<file path="src/rtl/prog_sequencer_pkg.sv">
// Shared constants for the program sequencer: sizes, state encoding and
// the layout of a program word {opcode, io_addr}.
package prog_sequencer_pkg;

    localparam int AW    = 4;            // log2 of program depth
    localparam int OPW   = 4;            // opcode width (ICU I input)
    localparam int IOW   = 4;            // I/O address width
    localparam int DEPTH = 1 << AW;      // 16 words
    localparam int W     = OPW + IOW;    // program word width

    // Field positions inside a program word
    localparam int OP_MSB = 7;
    localparam int OP_LSB = 4;
    localparam int IO_MSB = 3;
    localparam int IO_LSB = 0;

    localparam logic [OPW-1:0] NOP = 4'h0;

    typedef enum logic [1:0] {
        S_IDLE = 2'd0,
        S_LOAD = 2'd1,
        S_RUN  = 2'd2
    } state_t;

endpackage

</file>
<file path="src/rtl/prog_sequencer_if.sv">
// Byte-wide program load port.
// Handshake: a word transfers on a rising clk edge where load_valid and
// load_ready are both high. The master holds load_valid/load_data stable
// until that edge; ready may be low for any number of cycles (nothing is
// dropped), and ready never depends on valid.
interface prog_sequencer_if;
    import prog_sequencer_pkg::*;

    logic         load_valid;
    logic [W-1:0] load_data;
    logic         load_ready;

    modport master (output load_valid, output load_data, input load_ready);
    modport slave  (input load_valid, input load_data, output load_ready);

endinterface

</file>
<file path="src/rtl/prog_sequencer_mem.sv">
// Program store: DEPTH x W register file, one synchronous write port and
// one asynchronous read port. Contents are not reset; prog_len tells the
// sequencer how much of it is valid.
module prog_sequencer_mem
    import prog_sequencer_pkg::*;
(
    input  logic          clk,
    input  logic          we,
    input  logic [AW-1:0] waddr,
    input  logic [W-1:0]  wdata,
    input  logic [AW-1:0] raddr,
    output logic [W-1:0]  rdata
);

    logic [W-1:0] mem [DEPTH];

    // Synchronous write of one program word
    always_ff @(posedge clk) begin
        if (we) mem[waddr] <= wdata;
    end

    assign rdata = mem[raddr];

endmodule

</file>
<file path="src/rtl/prog_sequencer.sv">
// Program sequencer: loads {opcode, io_addr} words over the load port and
// replays them as a repeating scan, one registered opcode per clock on I.
module prog_sequencer
    import prog_sequencer_pkg::*;
(
    input  logic            clk,
    input  logic            rst,        // async, active-low
    input  logic            load_en,
    input  logic            run,
    prog_sequencer_if.slave ld,
    output logic [OPW-1:0]  I,
    output logic [IOW-1:0]  io_addr,
    output logic [AW-1:0]   pc,
    output logic            running,
    output logic            scan_done,
    output logic [AW:0]     prog_len,
    output state_t          state_dbg
);

    state_t         state_q, state_d;
    // The write pointer always equals the number of words loaded, so one
    // register serves as both wptr and prog_len.
    logic [AW:0]    wptr_q, wptr_d;
    logic [AW-1:0]  pc_q, pc_d, pc_next;
    logic [OPW-1:0] i_q, i_d;
    logic [IOW-1:0] io_q, io_d;
    logic [AW-1:0]  rd_addr;
    logic [W-1:0]   rd_data;
    logic           wr_en;
    logic           last_word;

    prog_sequencer_mem u_mem (
        .clk   (clk),
        .we    (wr_en),
        .waddr (wptr_q[AW-1:0]),
        .wdata (ld.load_data),
        .raddr (rd_addr),
        .rdata (rd_data)
    );

    assign last_word     = ({1'b0, pc_q} == (wptr_q - (AW+1)'(1)));
    assign pc_next       = last_word ? '0 : pc_q + AW'(1);
    assign ld.load_ready = (state_q == S_LOAD) && !wptr_q[AW];
    assign wr_en         = ld.load_valid && ld.load_ready;

    // Next-state, counter and output-register values
    always_comb begin
        state_d = state_q;
        wptr_d  = wptr_q;
        pc_d    = pc_q;
        i_d     = NOP;
        io_d    = '0;
        rd_addr = '0;
        if (wr_en) wptr_d = wptr_q + (AW+1)'(1);
        case (state_q)
            S_IDLE: begin
                if (load_en) begin
                    state_d = S_LOAD;
                    wptr_d  = '0;
                end else if (run && (wptr_q != '0)) begin
                    // mem[0] goes out on the same edge that enters RUN
                    state_d = S_RUN;
                    pc_d    = '0;
                    rd_addr = '0;
                    i_d     = rd_data[OP_MSB:OP_LSB];
                    io_d    = rd_data[IO_MSB:IO_LSB];
                end
            end
            S_LOAD: begin
                if (!load_en) state_d = S_IDLE;
            end
            S_RUN: begin
                if (load_en) begin
                    state_d = S_LOAD;
                    wptr_d  = '0;
                end else if (!run) begin
                    state_d = S_IDLE;   // pc holds, I drops to NOP
                end else begin
                    rd_addr = pc_next;
                    pc_d    = pc_next;
                    i_d     = rd_data[OP_MSB:OP_LSB];
                    io_d    = rd_data[IO_MSB:IO_LSB];
                end
            end
            default: state_d = S_IDLE;
        endcase
    end

    // State, counters and registered opcode/address
    always_ff @(posedge clk or negedge rst) begin
        if (!rst) begin
            state_q <= S_IDLE;
            wptr_q  <= '0;
            pc_q    <= '0;
            i_q     <= NOP;
            io_q    <= '0;
        end else begin
            state_q <= state_d;
            wptr_q  <= wptr_d;
            pc_q    <= pc_d;
            i_q     <= i_d;
            io_q    <= io_d;
        end
    end

    assign I         = i_q;
    assign io_addr   = io_q;
    assign pc        = pc_q;
    assign running   = (state_q == S_RUN);
    assign scan_done = (state_q == S_RUN) && last_word;
    assign prog_len  = wptr_q;
    assign state_dbg = state_q;

endmodule

</file>
<file path="src/flat_wrapper.sv">
// flat-port wrapper written by rule: the top's interface ports become plain ports
module prog_sequencer_flat import prog_sequencer_pkg::*;
  (clk, rst, load_en, run, I, io_addr, pc, running, scan_done, prog_len, state_dbg, ld_load_valid, ld_load_data, ld_load_ready);
  prog_sequencer_if ld_i ();
  input  logic clk;
  input  logic rst;
  input  logic load_en;
  input  logic run;
  output logic [OPW-1:0] I;
  output logic [IOW-1:0] io_addr;
  output logic [AW-1:0] pc;
  output logic running;
  output logic scan_done;
  output logic [AW:0] prog_len;
  output state_t state_dbg;
  input wire logic [$bits(ld_i.load_valid)-1:0] ld_load_valid;
  input wire logic [$bits(ld_i.load_data)-1:0] ld_load_data;
  output wire logic [$bits(ld_i.load_ready)-1:0] ld_load_ready;
  assign ld_i.load_valid = ld_load_valid;
  assign ld_i.load_data = ld_load_data;
  assign ld_load_ready = ld_i.load_ready;
  prog_sequencer u_core (.clk(clk), .rst(rst), .load_en(load_en), .run(run), .ld(ld_i), .I(I), .io_addr(io_addr), .pc(pc), .running(running), .scan_done(scan_done), .prog_len(prog_len), .state_dbg(state_dbg));
endmodule
</file>
<file path="config.mk">
export PLATFORM = sky130hd
export DESIGN_NAME = prog_sequencer_flat
export DESIGN_NICKNAME = d
export VERILOG_FILES = /design/src/rtl/prog_sequencer_pkg.sv /design/src/rtl/prog_sequencer_if.sv /design/src/rtl/prog_sequencer_mem.sv /design/src/rtl/prog_sequencer.sv /design/src/flat_wrapper.sv
export SDC_FILE = /design/constraint.sdc
export NUM_CORES = 1
export LEC_CHECK = 0
export BUFFER_PORTS_ARGS = -buffer_cell sky130_fd_sc_hd__buf_2
export CAP_MARGIN = 5
export CELL_PAD_IN_SITES_DETAIL_PLACEMENT = 1
export CELL_PAD_IN_SITES_GLOBAL_PLACEMENT = 2
export CORE_MARGIN = 4
export CORE_UTILIZATION = 47
export CTS_CLUSTER_SIZE = 24
export DETAILED_ROUTE_END_ITERATION = 8
export HOLD_SLACK_MARGIN = 0.03
export PLACE_DENSITY = 0.92
export SLEW_MARGIN = 40
export SYNTH_ARGS = -nofsm -noshare
export SYNTH_HDL_FRONTEND = slang
export SYNTH_SLANG_ARGS = --single-unit
</file>
<file path="constraint.sdc">
create_clock -name clk -period 4.2 [get_ports clk]
set_input_delay 0.21 -clock clk [delete_from_list [all_inputs] [get_ports clk]]
set_output_delay 0.21 -clock clk [all_outputs]
set_load 0.03 [all_outputs]
</file>
After elaboration in Yosys (flattened, before gate mapping)
Memories as Yosys holds them, arrays and structs flattened.
Cells that the tools add are included.
{"block": "classes", "n_reduce_logical": 11, "n_addsub": 3, "mux": 30, "n_eq_ne": 10}
{"operator": "$mux W4", "count": 16}
{"operator": "$pmux W4 S2", "count": 3}
{"operator": "$mux W5", "count": 3}
{"operator": "$mux W2", "count": 5}
{"operator": "$ne A2 B2 Y1 const B", "count": 4}
{"operator": "$pmux W2 S3", "count": 1}
{"operator": "$add A5 B1 Y5 const B", "count": 1}
{"operator": "$eq A4 B5 Y1", "count": 1}
{"operator": "$reduce_and A5 Y1", "count": 1}
{"operator": "$reduce_bool A5 Y1", "count": 1}
{"operator": "$sub A5 B1 Y5 const B", "count": 1}
{"operator": "$add A4 B1 Y4 const B", "count": 1}
{"operator": "$logic_and A1 B1 Y1", "count": 4}
{"operator": "$ne A3 B2 Y1 const B", "count": 1}
{"operator": "$ne A3 B3 Y1 const B", "count": 1}
{"operator": "$reduce_and A3 Y1", "count": 1}
{"operator": "$eq A2 B1 Y1 const B", "count": 1}
{"operator": "$eq A2 B2 Y1 const B", "count": 1}
{"operator": "$logic_not A2 Y1", "count": 1}
{"operator": "$mux W1", "count": 2}
{"operator": "$ne A2 B1 Y1 const B", "count": 1}
{"operator": "$reduce_bool A2 Y1", "count": 1}
{"operator": "$reduce_or A2 Y1", "count": 1}
{"operator": "$logic_not A1 Y1", "count": 1}
{"block": "word_totals", "output_inout_bits": 22, "mem_count": 1, "word_cells": 60, "in_bits": 13, "ram_bits": 128, "register_bits": 19}
{"memory": "u_core.u_mem.mem", "depth": 16, "width": 8, "read_ports": 1, "rd_clocked_by_memory_dff": 0, "write_ports": 1, "line": "prog_sequencer_mem.sv:15", "rtl": "logic [W-1:0] mem [DEPTH];"}

Logic depth before layout (Yosys ltp)
An unclocked memory read counts as a cell.
{"block": "depth", "ltp_word": 10, "depth_mapped": 11, "ltp_nobuf": 9}

Hierarchy
From an unflattened synthesis, not the netlist that was laid out.
{"block": "unflattened", "cells_unflattened": 308, "hier_area_um2": 5920.7}
{"mod": "prog_sequencer_mem", "cells_per_inst": 221, "seq_area_each_um2": 3843.7, "area_per_inst_um2": 4987.3, "instances": 1}
{"mod": "prog_sequencer", "cells_per_inst": 87, "seq_area_each_um2": 475.5, "area_per_inst_um2": 933.4, "instances": 1}

Worst setup path after synthesis
Ideal clock, no wire load.
{"block": "synth_path", "path_type": "reg2reg", "start": "reg u_core.wptr_q[0] (netlist: u_core.prog_len[0])", "end": "reg u_core.io_q[3] (netlist: u_core.io_addr[3])", "period_less_slack_ns": 2.799, "setup_time_ns": 0.132, "path_buffers": 1, "slack_ns": 1.401, "arrival_time_ns": 2.667, "required_time_ns": 4.068, "path_stages_with_launch": 11, "path_cell_list": "dfrtp_1 > inv_1 > ha_1 > xor2_1 > nor3_1 > o311a_4 > or2_4 > buf_6 > a2111oi_4 > a2111oi_1 > or3b_1"}
{"block": "synth_via", "elab_chain_cells": 10, "word_cells_on_any_way": 14, "cone_classes": "1 x add/sub; 1 x eq/ne; 9 x mux; 2 x reduce/logical; 1 x memory"}
{"element": "start: declaration", "line": "prog_sequencer.sv:23", "rtl": "logic [AW:0] wptr_q, wptr_d;"}
{"element": "start signal: assignment", "line": "prog_sequencer.sv:99", "rtl": "wptr_q <= wptr_d;"}
{"element": "$sub A5 B1 Y5", "line": "prog_sequencer.sv:41", "rtl": "assign last_word = ({1'b0, pc_q} == (wptr_q - (AW+1)'(1)));"}
{"element": "$eq A4 B5 Y1", "line": "prog_sequencer.sv:41"}
{"element": "$mux W4", "line": "prog_sequencer.sv:42", "rtl": "assign pc_next = last_word ? '0 : pc_q + AW'(1);"}
{"element": "$mux W4", "line": "prog_sequencer.sv:76", "rtl": "end else if (!run) begin"}
{"element": "$mux W4", "line": "prog_sequencer.sv:73", "rtl": "if (load_en) begin"}
{"element": "$mux W4"}
{"element": "$mem_v2 Z16 W8"}
{"element": "$mux W4, on equally long branches", "line": "prog_sequencer.sv:76, prog_sequencer.sv:60"}
{"element": "$mux W4, on equally long branches", "line": "prog_sequencer.sv:73, prog_sequencer.sv:57"}
{"element": "$pmux W4 S2 *", "line": "prog_sequencer.sv:55", "rtl": "case (state_q)"}
{"element": "via u_core.io_d[3]", "line": "prog_sequencer.sv:26", "rtl": "logic [IOW-1:0] io_q, io_d;"}
{"element": "end signal: assignment", "line": "prog_sequencer.sv:102", "rtl": "io_q <= io_d;"}
{"element": "end: declaration", "line": "prog_sequencer.sv:26"}
The timed path passes the listed nets; every way through them passes the cells marked *.
A chain may end at the register's enable or synchronous reset.

Final worst setup path
Ends and elaborated chain as after synthesis.

==> impl_metrics.json <==
{
  "wire_per_inst_um": 23.6,
  "synth_top_area_share_pct": 62.7,
  "startpoint": "u_core.prog_len[0]",
  "postRouteAntennaNets": 0,
  "synth_flop_cell": "edfxtp_1",
  "critical-path-top-delay-family": "compound AO/OA/AOI/OAI gates",
  "p_int_uw": 2750,
  "cts_max_path_buffers": 2,
  "r2r_cells": 9,
  "power_density_nw_per_um2": 531,
  "required_ns": 4.49,
  "setup_viol": 0,
  "synthToLayoutAreaGrowth_pct": 14.6,
  "grt_overflow": 0,
  "cts-resized-gates": 0,
  "cp_slowest_cell": "o21ai_1",
  "syn_area_per_cell_um2": 14.3,
  "placementRows": 41,
  "cts_tree": "built",
  "grt_pass1_vias": 4095,
  "fmax_ghz": 0.309,
  "p_comb_share_pct": 15.2,
  "finalWirelength_um": 15200,
  "insertion_delay_ns": 0.42,
  "worst_pin_slew_ns": 0.806,
  "status": "completed",
  "slew_viol_final": 0,
  "placed_area_um2": 6420,
  "finalCritPeriodShare_pct": 77.1,
  "ys_warn_count": 0,
  "max_slew_margin_pct": 46.1,
  "antenna_found_initial": 0,
  "syn_nets": 448,
  "core_area_um2": 12700,
  "start_util_pct": 48.2,
  "netlist_area_um2": 6130,
  "clkPwrFrac_pct": 40.4,
  "cts.sinks": 147,
  "final_common_cell": "edfxtp_1",
  "p_sw_uw": 986,
  "cp_num_cells": 9,
  "skew_ns": 0.00635,
  "synthTopCellsByArea": "edfxtp_1, dfrtp_1, nor2_1",
  "hp-class": "input port to flop",
  "fin_area_um2": 7030,
  "globalplace.congestion": 0.825,
  "htree_levels": 4,
  "synth_cell_types": 52,
  "numCtsBuffers": 17,
  "setup-tns-final_ns": 0,
  "drtPass1Iterations": 5,
  "syn_inst": 429,
  "drive_above_1_share_pct": 19.2,
  "cp.buffers_inverters": 1,
  "cp_max_fo": 20,
  "whs_ns": 0.0695,
  "timing.rr.start": "u_core.prog_len[0]",
  "synth_edf_count": 128,
  "crit_path_cell_trace": "inv_1 > ha_1 > xor2_1 > nor3_1 > o311a_4 > or2_4 > o21ai_1 > a2111oi_1 > or3b_1",
  "p_sw_share_pct": 26.4,
  "filler_cell_count": 1280,
  "clockRootBuffer": "clkbuf_16",
  "die_w_um": 122,
  "layout_common_cells": "edfxtp_1, nor2_1, buf_2",
  "drtIter0Drc": 325,
  "die-area_um2": 14900,
  "r2r_end": "u_core.io_addr[3]",
  "clk_pin_slew_ns": 0.06,
  "num_vias": 3780,
  "final_nets": 480,
  "grt_pass1_wl_um": 24100,
  "hold_violations": 0,
  "ff2ff_setup_slack_ns": 0.96,
  "diodes": 0,
  "viasPerCell": 5.85,
  "seq_area_frac_synth_pct": 70.4,
  "maxCapViolCount": 0,
  "slowest_delay_ns": 0.54,
  "synthArstFlopShare_pct": 12.9,
  "irDropWorstVdd_v": 0.000389,
  "worst_setup_path_end_kind": "flop",
  "port_buffers": 34,
  "ys_ff_latch": 147,
  "grt.total_usage_pct": 22.3,
  "drc": 0,
  "crit_path_end": "u_core.io_addr[3]",
  "seq_power_share_pct": 44.5,
  "synth_top_area_cell": "edfxtp_1",
  "critPathKind": "flop to flop",
  "start_kind": "flop",
  "arrival_ns": 3.53,
  "dp_hpwl_um": 10300,
  "die_y_um": 122,
  "p_total_uw": 3730,
  "io_pins": 35,
  "grt_max_degree": 50,
  "hold_start": "load_en",
  "p_leak_uw": 0.00243,
  "min_period_ns": 3.24,
  "rsz0062_at_grt": "no"
}
flip-flops by register name, indices dropped and copies added, names as in the netlist:
name / flops
u_core.pc: 4
u_core.I: 4
u_core.io_addr: 4
u_core.state_dbg: 2
u_core.u_mem.mem: 128
u_core.prog_len: 5
cells by family after synthesis:
logic type      count (synthesis)  share of synthesized area, %
mux                            25                          4.55
simple gates                  123                          9.81
xor+xnor                       12                          1.71
flops                         147                          70.4
fa+ha+maj                       6                          1.22
buf+inv                        29                          2.24
compound gates                 87                          10.0
per-layer routing:
layer  wire (µm)  share of wire (%)  global-route usage (%)
met1        6600                 43                    29.3
met2        7650                 50                    36.2
met5           0                  0                       0
met4         338                2.2                    8.96
met3         658                4.3                    4.98
stage by stage:
step                      setup slack [ns]  instances  util [%]
after floorplan                       1.40        429         -
final                                0.962        646      55.2
after global routing                 0.806        646      55.2
after global placement                1.13        613      50.4
after detailed placement              1.04        613      50.4
after CTS                             1.00        646      55.1
synthesized netlist by cell type, drive strengths merged, types with 6 or more instances:
library cell	n
clkbuf	14
nor3	11
nor2	53
a21oi	16
ha	6
a22oi	6
mux2	13
o21ai	10
and2	6
xnor2	7
nand2	13
buf	10
nand4	6
mux2i	11
nand2b	13
o22ai	21
edfxtp	128
o211ai	7
dfrtp	19
a211o	6
worst min path at each step:
stage	to	depth (start not counted)	slack, ns
6_report	u_core.state_dbg[0]	2	0.07
5_1_grt	u_core.state_dbg[0]	2	0.07
4_1_cts	u_core.state_dbg[0]	2	0.05
3_5_place_dp	u_core.prog_len[2]	1	0.21
3_3_place_gp	u_core.prog_len[3]	1	0.20
2_1_floorplan	u_core.I[0]	0	-0.09
power by group through the flow:
stage,Sequential [µW],Clock [µW],Combinational (µW)
6_report,1660,1510,566
3_3_place_gp,1690,0,548
2_1_floorplan,1720,0,365
5_1_grt,1670,1600,619
3_5_place_dp,1690,0,562
4_1_cts,1660,1540,568
what timing repair did:
action                    4_1_cts  5_1_grt
hold endpoints to repair       19        0
hold buffers                    1        0
buffers inserted                0        0
final cells by class:
cell class                      count  area (µm²)  share of cell area, %
Tap cell                          172         215                   3.06
Inverter                            5        18.8                  0.267
Sequential cell                   147        4320                   61.5
Timing Repair Buffer               37         195                   2.78
Clock buffer                       18         429                   6.11
Multi-Input combinational cell    253        1690                   24.0
Clock inverter                     14         160                   2.28
Power figures use the tool's default switching activity.
